===== config.mk =====
export PLATFORM = sky130hd
export DESIGN_NAME = fsk_demod
export DESIGN_NICKNAME = d
export VERILOG_FILES = /design/src/rtl/fsk_demod.sv
export SDC_FILE = /design/constraint.sdc
export NUM_CORES = 1
export LEC_CHECK = 0
export ABC_AREA = 1
export CORE_MARGIN = 2
export CORE_UTILIZATION = 56
export CTS_CLUSTER_SIZE = 20
export DETAILED_ROUTE_END_ITERATION = 8
export PLACE_DENSITY = 0.78
export SETUP_SLACK_MARGIN = 0.3
export SLEW_MARGIN = 20
export SYNTH_ARGS = -nofsm -noshare
export SYNTH_HDL_FRONTEND = slang
export SYNTH_SLANG_ARGS = --single-unit

===== constraint.sdc =====
create_clock -name clk -period 2.15 [get_ports clk]
set_input_delay 0.215 -clock clk [delete_from_list [all_inputs] [get_ports clk]]
set_output_delay 0.215 -clock clk [all_outputs]
set_load 0.02 [all_outputs]

===== src/rtl/fsk_demod.sv =====
// rtl/fsk_demod.sv - 2-FSK demodulator: counts line transitions per bit window, assembles 16-bit frames
module fsk_demod #(
  parameter int SPB    = 64,
  parameter int THRESH = 20,
  parameter int LO_MAX = 12,
  parameter int HI_MIN = 24
) (
  input  logic        clk,
  input  logic        rst,
  input  logic        fsk_in,
  input  logic        sync,
  output logic [15:0] data_out,
  output logic        frame_valid,
  output logic        frame_err,
  output logic        bit_out,
  output logic        bit_valid
);

  localparam int CW = (SPB > 1) ? $clog2(SPB) : 1;
  localparam logic [CW-1:0] SAMP_LAST = CW'(SPB - 1);
  localparam logic [6:0] T_THRESH = 7'(THRESH);
  localparam logic [6:0] T_LO_MAX = 7'(LO_MAX);
  localparam logic [6:0] T_HI_MIN = 7'(HI_MIN);

  typedef enum logic {IDLE, RUN} state_t;

  state_t        state, state_next;
  logic          fsk_m, fsk_s, fsk_p;
  logic          trans;
  logic [CW-1:0] samp_cnt;
  logic [6:0]    trans_cnt;
  logic [6:0]    t;
  logic [3:0]    bit_idx;
  logic [15:0]   shreg;
  logic          err_acc;
  logic          decide, bit_dec, ambig;

  assign trans   = fsk_s ^ fsk_p;
  // The decision must include the transition seen on the window's last cycle.
  assign t       = trans_cnt + {6'd0, trans};
  assign bit_dec = (t >= T_THRESH);
  assign ambig   = (t > T_LO_MAX) && (t < T_HI_MIN);

  always_ff @(posedge clk) begin
    if (!rst) state <= IDLE;
    else      state <= state_next;
  end

  always_comb begin
    state_next = state;
    decide     = 1'b0;
    if (sync) begin
      state_next = RUN;
    end else if (state == RUN) begin
      decide = (samp_cnt == SAMP_LAST);
    end
  end

  always_ff @(posedge clk) begin
    if (!rst) begin
      fsk_m       <= 1'b0;
      fsk_s       <= 1'b0;
      fsk_p       <= 1'b0;
      samp_cnt    <= '0;
      trans_cnt   <= 7'd0;
      bit_idx     <= 4'd0;
      shreg       <= 16'h0000;
      err_acc     <= 1'b0;
      data_out    <= 16'h0000;
      frame_valid <= 1'b0;
      frame_err   <= 1'b0;
      bit_out     <= 1'b0;
      bit_valid   <= 1'b0;
    end else begin
      fsk_m       <= fsk_in;
      fsk_s       <= fsk_m;
      fsk_p       <= fsk_s;
      bit_valid   <= 1'b0;
      frame_valid <= 1'b0;
      // sync wins over a coincident decision: the partial frame is dropped.
      if (sync) begin
        samp_cnt  <= '0;
        trans_cnt <= 7'd0;
        bit_idx   <= 4'd15;
        shreg     <= 16'h0000;
        err_acc   <= 1'b0;
      end else if (state == RUN) begin
        if (decide) begin
          samp_cnt  <= '0;
          trans_cnt <= 7'd0;
          bit_out   <= bit_dec;
          bit_valid <= 1'b1;
          if (bit_idx == 4'd0) begin
            data_out    <= {shreg[14:0], bit_dec};
            frame_err   <= err_acc | ambig;
            frame_valid <= 1'b1;
            bit_idx     <= 4'd15;
            shreg       <= 16'h0000;
            err_acc     <= 1'b0;
          end else begin
            bit_idx <= bit_idx - 4'd1;
            shreg   <= {shreg[14:0], bit_dec};
            err_acc <= err_acc | ambig;
          end
        end else begin
          samp_cnt  <= samp_cnt + CW'(1);
          trans_cnt <= t;
        end
      end
    end
  end

endmodule


== Yosys cells after proc, flatten, opt, wreduce, memory -nomap -nowiden ==
Index checks and enable logic that the tools add are counted.

* Register bits after elaboration: 57
* Bits in latches: 0
* RAM bits: 0
* ROM bits: 0
* Word-level logic and storage cells: 50
* Memories: 0

* Add/sub/neg operators: 3
* Multipliers: 0
* Div/mod/pow operators: 0
* $lt $le $gt $ge: 3
* Equal/unequal tests: 1
* Shifts and indexed selects: 0
* Muxes and demuxes: 12
* Bitwise operators: 6
* Reductions and logical operators: 11

{| class="wikitable"
|+ Operators by type and width
! cell !! number
|-
| $mux W4 || 4
|-
| $mux W15 || 1
|-
| $add A7 B1 Y7 || 1
|-
| $ge A7 B5 Y1 const B || 1
|-
| $gt A7 B4 Y1 const B || 1
|-
| $lt A7 B5 Y1 const B || 1
|-
| $mux W7 || 1
|-
| $add A6 B1 Y6 const B || 1
|-
| $eq A6 B6 Y1 const B || 1
|-
| $mux W6 || 1
|-
| $mux W1 || 5
|-
| $logic_not A4 Y1 || 1
|-
| $not A1 Y1 || 4
|-
| $reduce_and A2 Y1 || 2
|-
| $reduce_and A4 Y1 || 1
|-
| $reduce_bool A2 Y1 || 2
|-
| $reduce_or A4 Y1 || 1
|-
| $sub A4 B1 Y4 const B || 1
|-
| $reduce_and A3 Y1 || 1
|-
| $reduce_or A3 Y1 || 1
|-
| $reduce_or A2 Y1 || 1
|-
| $logic_and A1 B1 Y1 || 1
|-
| $or A1 B1 Y1 || 1
|-
| $xor A1 B1 Y1 || 1
|}

== Longest topological paths before layout ==
Gate-level depths: netlist of run 1.

* Depth after elaboration: 6
* Depth in mapped cells: 13
* Gate-level depth less buffers: 13

== Least setup slack after synthesis of run 1 ==
OpenSTA, ideal clock, no wires.

* Path kind: register to register
* Start point: reg fsk_s
* End point: reg shreg[0]
* Setup time: 121 ps
* Arrival time: 1527 ps
* Required time: 2029 ps
* Setup slack: 502 ps
* Stages on the path, launching flop included: 11
* Cells stage by stage: dfxtp_1 -> xor2_1 -> ha_1 -> ha_1 -> nand2_1 -> o21ai_0 -> nand2_1 -> nand2_1 -> nand3_1 -> nand3_1 -> a21oi_1

* Word-level cells in the longest chain between the ends: 4

{| class="wikitable"
|+ RTL lines
! what !! RTL line !! source
|-
| start: declaration || 28 || <nowiki>logic fsk_m, fsk_s, fsk_p;</nowiki>
|-
| start signal: assignment || 76 || <nowiki>fsk_s <= fsk_m;</nowiki>
|-
| $xor A1 B1 Y1 || 38 || <nowiki>assign trans = fsk_s ^ fsk_p;</nowiki>
|-
| $add A7 B1 Y7 || 40 || <nowiki>assign t = trans_cnt + {6'd0, trans};</nowiki>
|-
| $ge A7 B5 Y1 || 41 || <nowiki>assign bit_dec = (t >= T_THRESH);</nowiki>
|-
| $mux W15 || 93 || <nowiki>if (bit_idx == 4'd0) begin</nowiki>
|-
| end signal: assignment || 102 || <nowiki>shreg <= {shreg[14:0], bit_dec};</nowiki>
|-
| end: declaration || 34 || <nowiki>logic [15:0] shreg;</nowiki>
|}

No other way between the ends.
A chain may end at the register's enable or synchronous reset.

== Worst setup path after layout of run 1 ==
* Start point: reg fsk_s
* End point: reg frame_err

* Word-level cells in the longest chain between the ends: 5
* Elaborated cells between the ends (all ways): 6
* Those cells by class: add/sub: 1; order compare: 2; bitwise: 2; reduce/logical: 1

{| class="wikitable"
|+ RTL lines
! what !! RTL line !! source
|-
| $xor A1 B1 Y1 (*) || 38 ||
|-
| $add A7 B1 Y7 (*) || 40 ||
|-
| $gt A7 B4 Y1 / $lt A7 B5 Y1 (equally long branches) || 42 || <nowiki>assign ambig = (t > T_LO_MAX) && (t < T_HI_MIN);</nowiki>
|-
| $logic_and A1 B1 Y1 (*) || 42 ||
|-
| $or A1 B1 Y1 (*) || 95 || <nowiki>frame_err <= err_acc | ambig;</nowiki>
|-
| end signal: assignment || 95 ||
|-
| end: declaration || 14 || <nowiki>output logic frame_err,</nowiki>
|}

Mark *: on every way between the ends. The rest lies on a longest branch, timed or not.

==> results of run 1 <==
## per-layer routing
layer  part of all wire, %  track usage (%)
met5                     0                0
met4                   1.8             10.5
met3                   4.2             4.76
met2                    46             32.4
met1                    48             28.5
## layout make-up
| type | count | area [sq um] |
|---|---|---|
| clock buffers | 12 | 155 |
| clock inverters | 3 | 40.0 |
| fillers | 347 | 1340 |
| inverters | 37 | 141 |
| multi-input cells | 191 | 1110 |
| flip-flops and latches | 57 | 1140 |
| well taps | 52 | 65.1 |
| repair buffers | 32 | 302 |
## worst max-delay path, cell delays in order, from the launching register on
cell                      delay (ps)
sky130_fd_sc_hd__dfxtp_1         340
sky130_fd_sc_hd__xor2_1          160
sky130_fd_sc_hd__ha_2            230
sky130_fd_sc_hd__ha_4            160
sky130_fd_sc_hd__nand2_4          80
sky130_fd_sc_hd__o21ai_2         130
sky130_fd_sc_hd__nand2_1         120
sky130_fd_sc_hd__inv_1            70
sky130_fd_sc_hd__nand2_1          40
sky130_fd_sc_hd__nand3_1          90
sky130_fd_sc_hd__nand3_1          90
sky130_fd_sc_hd__nand2_1          70
sky130_fd_sc_hd__inv_1            30
## cells by family after synthesis
group | after synthesis
flops | 57
xor+xnor | 1
simple gates | 116
fa+ha+maj | 5
buf+inv | 49
compound gates | 69
## report_power, final
group | switching (mW) | total, mW | internal (mW)
sequential | 0.00794 | 1.07 | 1.07
clock | 0.403 | 0.991 | 0.588
combinational | 0.0512 | 0.0761 | 0.0249
total | 0.462 | 2.14 | 1.68
## timing repair
item	4_1_cts	5_1_grt
gates resized for setup	1	13
setup buffers	1	1
setup endpoints to repair	4	30
pin swaps	1	3
## flip-flops by register name, summed over array words and instances (netlist names)
register,flops
bit_idx,4
frame_err,1
state,1
bit_out,1
bit_valid,1
err_acc,1
frame_valid,1
trans_cnt,7
fsk_p,1
samp_cnt,6
data_out,16
fsk_s,1
fsk_m,1
shreg,15
## worst paths after layout
| path | end | slack, ps | depth (start not counted) |
|---|---|---|---|
| worst min register to register | fsk_p$_SDFF_PN0_ | 440 | 2 |
| worst max-delay path | frame_err$_SDFFE_PN0P_ | 450 | 12 |
| worst min-delay path | fsk_p$_SDFF_PN0_ | 440 | 2 |
| worst max register to register | frame_err$_SDFFE_PN0P_ | 450 | 12 |
## Yosys cell counts
| master | number |
|---|---|
| sky130_fd_sc_hd__inv_4 | 1 |
| sky130_fd_sc_hd__nand2_1 | 60 |
| sky130_fd_sc_hd__buf_2 | 1 |
| sky130_fd_sc_hd__o211ai_1 | 1 |
| sky130_fd_sc_hd__clkbuf_2 | 1 |
| sky130_fd_sc_hd__a21oi_2 | 8 |
| sky130_fd_sc_hd__dfxtp_1 | 57 |
| sky130_fd_sc_hd__buf_6 | 5 |
| sky130_fd_sc_hd__nand4_1 | 3 |
| sky130_fd_sc_hd__nor3b_1 | 1 |
| sky130_fd_sc_hd__nor2_4 | 2 |
| sky130_fd_sc_hd__nand3_2 | 2 |
| sky130_fd_sc_hd__o21ai_1 | 1 |
| sky130_fd_sc_hd__o21ai_0 | 15 |
| sky130_fd_sc_hd__inv_1 | 33 |
| sky130_fd_sc_hd__o21ai_2 | 3 |
| sky130_fd_sc_hd__nand3_1 | 12 |
| sky130_fd_sc_hd__nor3_1 | 3 |
| sky130_fd_sc_hd__a21oi_1 | 26 |
| sky130_fd_sc_hd__buf_12 | 1 |
| sky130_fd_sc_hd__buf_4 | 2 |
| sky130_fd_sc_hd__nor2_1 | 25 |
| sky130_fd_sc_hd__nand2_2 | 6 |
| sky130_fd_sc_hd__inv_2 | 2 |
| sky130_fd_sc_hd__clkbuf_1 | 2 |
| sky130_fd_sc_hd__ha_1 | 5 |
| sky130_fd_sc_hd__a211oi_1 | 1 |
| sky130_fd_sc_hd__o31ai_1 | 1 |
| sky130_fd_sc_hd__clkinv_1 | 1 |
| sky130_fd_sc_hd__a41oi_1 | 2 |
| sky130_fd_sc_hd__xor2_1 | 1 |
| sky130_fd_sc_hd__a211oi_2 | 10 |
| sky130_fd_sc_hd__nor4_1 | 1 |
| sky130_fd_sc_hd__or2_2 | 1 |
| sky130_fd_sc_hd__a31oi_1 | 1 |
==> qor.csv, run 1 <==
stage;metric;value;unit
timing;number of hold violations in the final report;0;
worst_hold_path;worst min-delay path startpoint;fsk_s$_SDFF_PN0_;
synthesis;area fraction in and, or, nand and nor cells after synthesis;20.9;%
synthesis;proportion of synthesized chip area in sequential cells;46.5;%
critical_path;R2R Path Start;fsk_s$_SDFF_PN0_;
routing;DRC marker count from the first detailed-route iteration;114;
critical_path;Critical Path Start;fsk_s$_SDFF_PN0_;
clocking;clock-pin slew on the worst setup and hold paths;60;ps
clocking;CTS tree;built;
finish;most frequent cells in the layout;sky130_fd_sc_hd__nand2_1, sky130_fd_sc_hd__dfxtp_1, sky130_fd_sc_hd__inv_1, sky130_fd_sc_hd__a21oi_1, sky130_fd_sc_hd__nor2_1;
routing;Post-Route WL;4820;um
power;cell leakage power;1.13;nW
critical_path;data arrival at the endpoint of the critical path;1930;ps
run;max cap viols;0;
critical_path;data required time at the worst endpoint;2380;ps
global_route;first-pass GRT wire length;8210;um
clocking;quantity of hold-fixing buffers added after cts;0;
power;PwrDens;724;nW/um^2
finish;share of layout cells above drive strength 1;19.6;%
finish;Antenna diodes;0;
die;die outline width;70.2;um
routing;number of vias in the routed layout;1990;
timing;period utilization;79.0;%
critical_path;type of element launching the critical path;flip-flop;
placement;Final Wtd Congestion;0.848;
finish;most frequent standard cell in the layout excluding fill and tap cells;sky130_fd_sc_hd__nand2_1;
global_route;GRT Total Usage;21.3;%
global_route;antenna violations before repair;0;
critical_path;element type at the critical path end;flip-flop;
synthesis;number of warnings reported in the yosys synthesis log;0;
timing;final max-slew violation count;0;
timing;skew final;5.49;ps
synthesis;synthesis-stage register bit count;57;
synthesis;largest family of logic cells by synthesized area;simple AND/OR/NAND/NOR gates;
worst_hold_path;Hold Path Class;flip-flop to flip-flop;
routing;remaining routing DRC violations;0;
die;initial cell density of the core;57.1;%
clocking;buffer depth of the longest clock path;2;
synthesis;synthesized net count;306;
placement;dpl hpwl;3330;um
clocking;number of CTS-inserted buffers;9;
placement;Port Buf Inserts;23;
synthesis;number of different library cells in the post-synthesis netlist;35;
global_route;overall overflow remaining after global route;0;
finish;signed area change from the synthesized netlist to the final layout;20.5;%
timing;slew of the pin with the lowest slew margin;433;ps
routing;final antenna-violating net count;0;
power;Peak supply drop;447;uV
synthesis;area fraction of the dominant cell type after synthesis;46.5;%
die;die extent in y;70.2;um
clocking;clk sink count;57;
critical_path;type of the worst setup path;flip-flop to flip-flop;
timing;tightest hold margin;437;ps
synthesis;multiplexer fraction of the synthesized cell area;0;%
timing;Achievable Freq;588;MHz
finish;number of standard cells in the layout, taps in and fillers out;384;
synthesis;library cell with the largest summed area after synthesis;sky130_fd_sc_hd__dfxtp_1;
routing;first-pass iteration count of the detailed router;4;
timing;final worst path period need;1700;ps
power;Tot Pwr;2.14;mW
timing;final worst setup slack;451;ps
global_route;pin count of the biggest net entering global routing;19;
timing;Post-Route Setup TNS;0;ps
finish;nets;337;
run_status;outcome;finished clean;
finish;Finished Core Util;68.9;%
critical_path;CP Max Fanout;5;
die;floorplan die area;4930;sq um
die;IO Pins;24;
die;site row count;24;
routing;average wire length per cell after detail routing;12.5;um
synthesis;compound-cell area share of the yosys netlist;19.5;%
synthesis;Netlist Area Pre-Place;2450;sq um
synthesis;leading post-synthesis cells by cell area;sky130_fd_sc_hd__dfxtp_1, sky130_fd_sc_hd__nand2_1, sky130_fd_sc_hd__a21oi_1;
synthesis;Post-Synthesis Mean Instance Area;8.26;sq um
finish;cell area after layout;2960;sq um
synthesis;share of synthesized cell area in full adder, half adder and majority cells;2.55;%
placement;dpl ws;254;ps
clocking;H-tree depth;3;
placement;cell area reported after detailed placement;2690;sq um
clocking;clock latency on the worst-skew pair;320;ps
placement;Placed Cells;367;
die;area of the core;4290;sq um
global_route;via count of the first global-routing pass;1827;
clocking;CTS Root Cell;sky130_fd_sc_hd__clkbuf_8;
synthesis;parity-gate share of the synthesized area counting xor and xnor cells;0.357;%
synthesis;Synth Instances;297;
timing;final number of setup-violating endpoints;0;
timing;setup repair after global routing missed its margin;false;
routing;Vias/cell;5.18;
timing;worst slew margin relative to its limit;71.0;%
No activity file was read; power rests on OpenSTA's default activity.
==> inputs of run 2 (changes only) <==
- CORE_UTILIZATION: 56 -> 50
- PLACE_DENSITY: 0.78 -> 0.74
- clock period: 2.15 -> 1.5 ns (I/O delays scaled with it)
==> qor.csv, run 2 (synthesis results as in run 1) <==
stage;metric;value;unit
run_status;outcome;finished, violations left;
run_status;violated checks;setup timing;
critical_path;data required time at the worst endpoint;1750;ps
critical_path;CP Max Fanout;3;
timing;worst slew margin relative to its limit;76.2;%
die;IO Pins;24;
finish;Top reg by flops;data_out;
finish;signed area change from the synthesized netlist to the final layout;54.7;%
die;floorplan die area;5480;sq um
routing;total met2 wirelength after detailed routing;3940;um
timing;number of hold violations in the final report;0;
timing;slew of the pin with the lowest slew margin;357;ps
routing;remaining routing DRC violations;0;
placement;dpl ws;-145;ps
timing;period utilization;115;%
finish;max reg flops;16;
timing;final number of setup-violating endpoints;36;
routing;number of vias in the routed layout;2391;
critical_path;data arrival at the endpoint of the critical path;1980;ps
global_route;first-pass GRT wire length;10800;um
placement;Placed Cells;402;
power;Tot Pwr;3.40;mW
die;die extent in y;74.1;um
finish;nets;370;
routing;final antenna-violating net count;0;
routing;Max Used Layer;met4;
worst_hold_path;Hold Path Class;input pin to flip-flop;
die;initial cell density of the core;51.9;%
clocking;CTS Root Cell;sky130_fd_sc_hd__clkbuf_8;
routing;first-pass iteration count of the detailed router;5;
clocking;clock latency on the worst-skew pair;360;ps
placement;Final Wtd Congestion;0.866;
global_route;overall overflow remaining after global route;0;
global_route;antenna violations before repair;0;
critical_path;type of element launching the critical path;flip-flop;
clocking;clk sink count;57;
power;Peak supply drop;630;uV
power;PwrDens;896;nW/um^2
finish;most frequent cells in the layout;sky130_fd_sc_hd__dfxtp_1, sky130_fd_sc_hd__nand2_1, sky130_fd_sc_hd__inv_1, sky130_fd_sc_hd__a21oi_2;
finish;share of layout cells above drive strength 1;47.0;%
clocking;buffer depth of the longest clock path;2;
global_route;via count of the first global-routing pass;2254;
placement;cell area reported after detailed placement;3030;sq um
placement;Port Buf Inserts;23;
critical_path;type of the worst setup path;flip-flop to flip-flop;
finish;cell area after layout;3800;sq um
routing;Post-Route WL;7890;um
run;max cap viols;0;
critical_path;CP most frequent cell;sky130_fd_sc_hd__nand2_1;
routing;Vias/cell;5.52;
critical_path;element type at the critical path end;flip-flop;
finish;largest registers;data_out x16, shreg x15, trans_cnt x7;
routing;routed wire length on met3;489;um
timing;Achievable Freq;578;MHz
die;die outline width;74.1;um
clocking;quantity of hold-fixing buffers added after cts;0;
finish;number of standard cells in the layout, taps in and fillers out;433;
timing;skew final;14.1;ps
critical_path;delay of the slowest critical-path stage;330;ps
die;site row count;25;
finish;Antenna diodes;0;
clocking;CTS tree;built;
clocking;number of CTS-inserted buffers;9;
placement;dpl hpwl;3580;um
timing;final max-slew violation count;0;
power;cell leakage power;1.53;nW
critical_path;list of cells traversed by the critical path;xor2_1 > ha_2 > buf_4 > nand3_1 > nor2_2 > nand2_1 > nand2_1 > nor2_1 > nand3_2 > nand3_2 > nand2_1 > inv_1;
timing;setup repair after global routing missed its margin;true;
critical_path;Critical-path top delay cell;sky130_fd_sc_hd__dfxtp_2;
timing;final worst path period need;1730;ps
routing;average wire length per cell after detail routing;18.2;um
routing;DRC marker count from the first detailed-route iteration;236;
clocking;H-tree depth;3;
clocking;clock-pin slew on the worst setup and hold paths;70;ps
timing;final worst setup slack;-231;ps
global_route;pin count of the biggest net entering global routing;19;
timing;Post-Route Setup TNS;-4340;ps
critical_path;worst setup slack for register-to-register paths;-230;ps
die;area of the core;4720;sq um
finish;most frequent standard cell in the layout excluding fill and tap cells;sky130_fd_sc_hd__dfxtp_1;
routing;met1 wire length;3130;um
global_route;GRT Total Usage;26.5;%
[run 2: cell type report]
| cell class | instances | area, sq um |
|---|---|---|
| clock inverter | 5 | 78.8 |
| clock buffer | 11 | 141 |
| sequential | 57 | 1150 |
| timing repair buffer | 61 | 629 |
| fill | 258 | 927 |
| inverter | 37 | 171 |
| tap | 67 | 83.8 |
| timing repair inverter | 3 | 38.8 |
| multi-input combinational | 192 | 1510 |
[run 2: path summary, 6_finish.rpt]
path	cells after the start	to	start
worst max-delay path	12	frame_err$_SDFFE_PN0P_	fsk_s$_SDFF_PN0_
worst min-delay path	3	fsk_m$_SDFF_PN0_	fsk_in
worst max register to register	12	frame_err$_SDFFE_PN0P_	fsk_s$_SDFF_PN0_
worst min register to register	2	fsk_p$_SDFF_PN0_	fsk_s$_SDFF_PN0_
[run 2: stage by stage]
| stage | hold slack [ps] | utilization, % |
|---|---|---|
| detailed placement | 431 | 64.2 |
| global route | 370 | 80.4 |
| floorplan | 248 | - |
| CTS | 327 | 76.2 |
| finish | 323 | 80.4 |
| global placement | 419 | 64.2 |
[run 2: what timing repair did]
| item | 4_1_cts | 5_1_grt |
|---|---|---|
| resized for setup | 94 | 70 |
| endpoints found under the setup margin | 71 | 67 |
| buffers inserted | 5 | 3 |
| cloned | 7 | 0 |
| pin swaps | 28 | 18 |
[run 2: worst max-delay path: cells and delay by family, from the launching register on]
family,cells,cell delay (ps)
buffers and inverters,2,160
xor gates and xnor gates,1,150
and+or+nand+nor,8,760
DFF,1,330
adders and majority gates,1,230
[run 2: metal layers]
layer | track usage, % | vias up
li1 | - | 1109
met1 | 32.3 | 1134
met2 | 44.0 | 111
met3 | 7.45 | 37
met4 | 10.9 | 0
met5 | 0 | -
[run 2: report_power, final]
part	switching [mW]	internal, mW
Sequential	0.0131	1.53
Combinational	0.133	0.0743
Clock	0.674	0.978
Total	0.820	2.58
==> inputs of run 3 (changes only) <==
- CTS_BUF_LIST: default -> sky130_fd_sc_hd__clkbuf_16
==> qor.csv, run 3 (synthesis results as in run 1) <==
stage;metric;value;unit
run_status;outcome;finished, violations left;
run_status;violated checks;setup timing;
routing;number of vias in the routed layout;2479;
clocking;clock latency on the worst-skew pair;340;ps
finish;Antenna diodes;0;
clocking;clock-pin slew on the worst setup and hold paths;50;ps
die;initial cell density of the core;51.9;%
die;die extent in y;74.1;um
die;site row count;25;
timing;final worst setup slack;-328;ps
finish;nets;373;
critical_path;CP most frequent cell;sky130_fd_sc_hd__nand2_1;
timing;slew of the pin with the lowest slew margin;307;ps
routing;average wire length per cell after detail routing;19.3;um
critical_path;number of buffer and inverter instances along the worst setup path;2;
finish;most frequent standard cell in the layout excluding fill and tap cells;sky130_fd_sc_hd__dfxtp_1;
clocking;CTS tree;built;
placement;Port Buf Inserts;23;
clocking;H-tree depth;3;
clocking;clk sink count;57;
routing;remaining routing DRC violations;0;
clocking;number of CTS-inserted buffers;9;
timing;number of hold violations in the final report;0;
power;PwrDens;997;nW/um^2
die;die outline width;74.1;um
placement;dpl hpwl;3580;um
timing;final number of setup-violating endpoints;35;
routing;final antenna-violating net count;0;
power;cell leakage power;1.60;nW
timing;worst slew margin relative to its limit;79.5;%
global_route;first-pass GRT wire length;11700;um
timing;final max-slew violation count;0;
die;IO Pins;24;
routing;Vias/cell;5.69;
timing;tightest hold margin;339;ps
timing;period utilization;122;%
routing;first-pass iteration count of the detailed router;5;
clocking;buffer depth of the longest clock path;2;
clocking;CTS Root Cell;sky130_fd_sc_hd__clkbuf_16;
global_route;pin count of the biggest net entering global routing;19;
critical_path;CP Max Fanout;3;
worst_hold_path;Hold Path Class;input pin to flip-flop;
power;Peak supply drop;874;uV
global_route;GRT Total Usage;29.3;%
finish;Filler Cells Inserted;231;
finish;Top reg by flops;data_out;
critical_path;type of the worst setup path;flip-flop to flip-flop;
critical_path;element type at the critical path end;flip-flop;
timing;Achievable Freq;547;MHz
die;floorplan die area;5480;sq um
critical_path;list of cells traversed by the critical path;xor2_1 > ha_2 > buf_4 > nand3_1 > nor2_2 > nand2_1 > nand2_1 > nor2_1 > nand3_2 > nand3_2 > nand2_1 > inv_1;
finish;signed area change from the synthesized netlist to the final layout;59.3;%
placement;Final Wtd Congestion;0.866;
global_route;via count of the first global-routing pass;2377;
critical_path;Critical-path top delay cell;sky130_fd_sc_hd__dfxtp_2;
finish;max reg flops;16;
critical_path;data required time at the worst endpoint;1720;ps
finish;largest registers;data_out x16, shreg x15, trans_cnt x7;
critical_path;data arrival at the endpoint of the critical path;2050;ps
run;max cap viols;0;
timing;final worst path period need;1830;ps
global_route;antenna violations before repair;0;
timing;skew final;17.4;ps
timing;setup repair after global routing missed its margin;true;
finish;most frequent cells in the layout;sky130_fd_sc_hd__dfxtp_1, sky130_fd_sc_hd__nand2_1, sky130_fd_sc_hd__inv_1, sky130_fd_sc_hd__a21oi_2, sky130_fd_sc_hd__buf_4;
die;area of the core;4720;sq um
routing;Post-Route WL;8400;um
critical_path;delay of the slowest critical-path stage;330;ps
critical_path;Largest delay share family, worst path;simple AND/OR/NAND/NOR gates;
finish;share of layout cells above drive strength 1;46.6;%
timing;Post-Route Setup TNS;-2860;ps
global_route;overall overflow remaining after global route;0;
critical_path;type of element launching the critical path;flip-flop;
routing;DRC marker count from the first detailed-route iteration;247;
==> run 3: cell count changes in the layout (fill, tap and decap cells not counted), sizes merged <==
cell / before / now
buf: 38 / 41
inv: 38 / 39
clkbuf: 20 / 12
dlygate4sd2: 3 / 9
clkinv: 5 / 6
==> run 3: through the flow <==
stage | cells | power [mW] | utilization, % | cell area, sq um | worst slack (ps)
6_report | 436 | 3.90 | 82.8 | 3910 | -328
5_1_grt | 436 | 3.97 | 82.8 | 3910 | -423
4_1_cts | 434 | 3.86 | 79.3 | 3740 | -140
3_5_place_dp | 402 | 1.71 | 64.2 | 3030 | -145
3_3_place_gp | 402 | 1.71 | 64.2 | 3030 | -101
2_1_floorplan | 297 | 1.66 | - | 2610 | -40.7
==> run 3: power breakdown <==
| group | switching (mW) | total (mW) | internal, mW |
|---|---|---|---|
| combinational | 0.128 | 0.197 | 0.0688 |
| sequential | 0.0110 | 1.54 | 1.53 |
| clock | 0.721 | 2.16 | 1.44 |
==> run 3: repair_timing <==
action	4_1_cts	5_1_grt
gates resized for setup	98	53
cloned	7	0
hold buffers	0	0
pin swaps	23	14
setup buffers	9	2
endpoints found under the setup margin	71	61
==> run 3: final timing paths <==
check                    from                endpoint  slack (ps)  cells past startpoint
max          fsk_s$_SDFF_PN0_  frame_err$_SDFFE_PN0P_        -330                     12
min                    fsk_in        fsk_m$_SDFF_PN0_         340                      3
max reg2reg  fsk_s$_SDFF_PN0_  frame_err$_SDFFE_PN0P_        -330                     12
min reg2reg  fsk_s$_SDFF_PN0_        fsk_p$_SDFF_PN0_         440                      2
==> run 3: cell type report <==
type	instances	area [sq um]	area share, %
tap	67	83.8	2.14
clock buffer	9	225	5.76
timing repair buffer	64	682	17.4
timing repair inverter	3	38.8	0.992
multi-input combinational	192	1470	37.7
inverter	37	171	4.39
sequential	57	1150	29.4
clock inverter	7	86.3	2.21
==> run 3: worst reg2reg max path, cell delays in order, from the launching register on <==
cell and delay (ps):
sky130_fd_sc_hd__dfxtp_2 330, sky130_fd_sc_hd__xor2_1 150, sky130_fd_sc_hd__ha_2 230, sky130_fd_sc_hd__buf_4 130, sky130_fd_sc_hd__nand3_1 140, sky130_fd_sc_hd__nor2_2 180, sky130_fd_sc_hd__nand2_1 110, sky130_fd_sc_hd__nand2_1 130
sky130_fd_sc_hd__nor2_1 70, sky130_fd_sc_hd__nand3_2 80, sky130_fd_sc_hd__nand3_2 70, sky130_fd_sc_hd__nand2_1 70, sky130_fd_sc_hd__inv_1 50
==> run 3: routing by layer <==
layer  part of all wire [%]  track usage, %  vias up
li1                       -               -     1116
met1                     37            33.7     1185
met2                     50            49.2      134
met3                    7.2            8.13       44
met4                    5.5            16.4        0
met5                      0               0        -
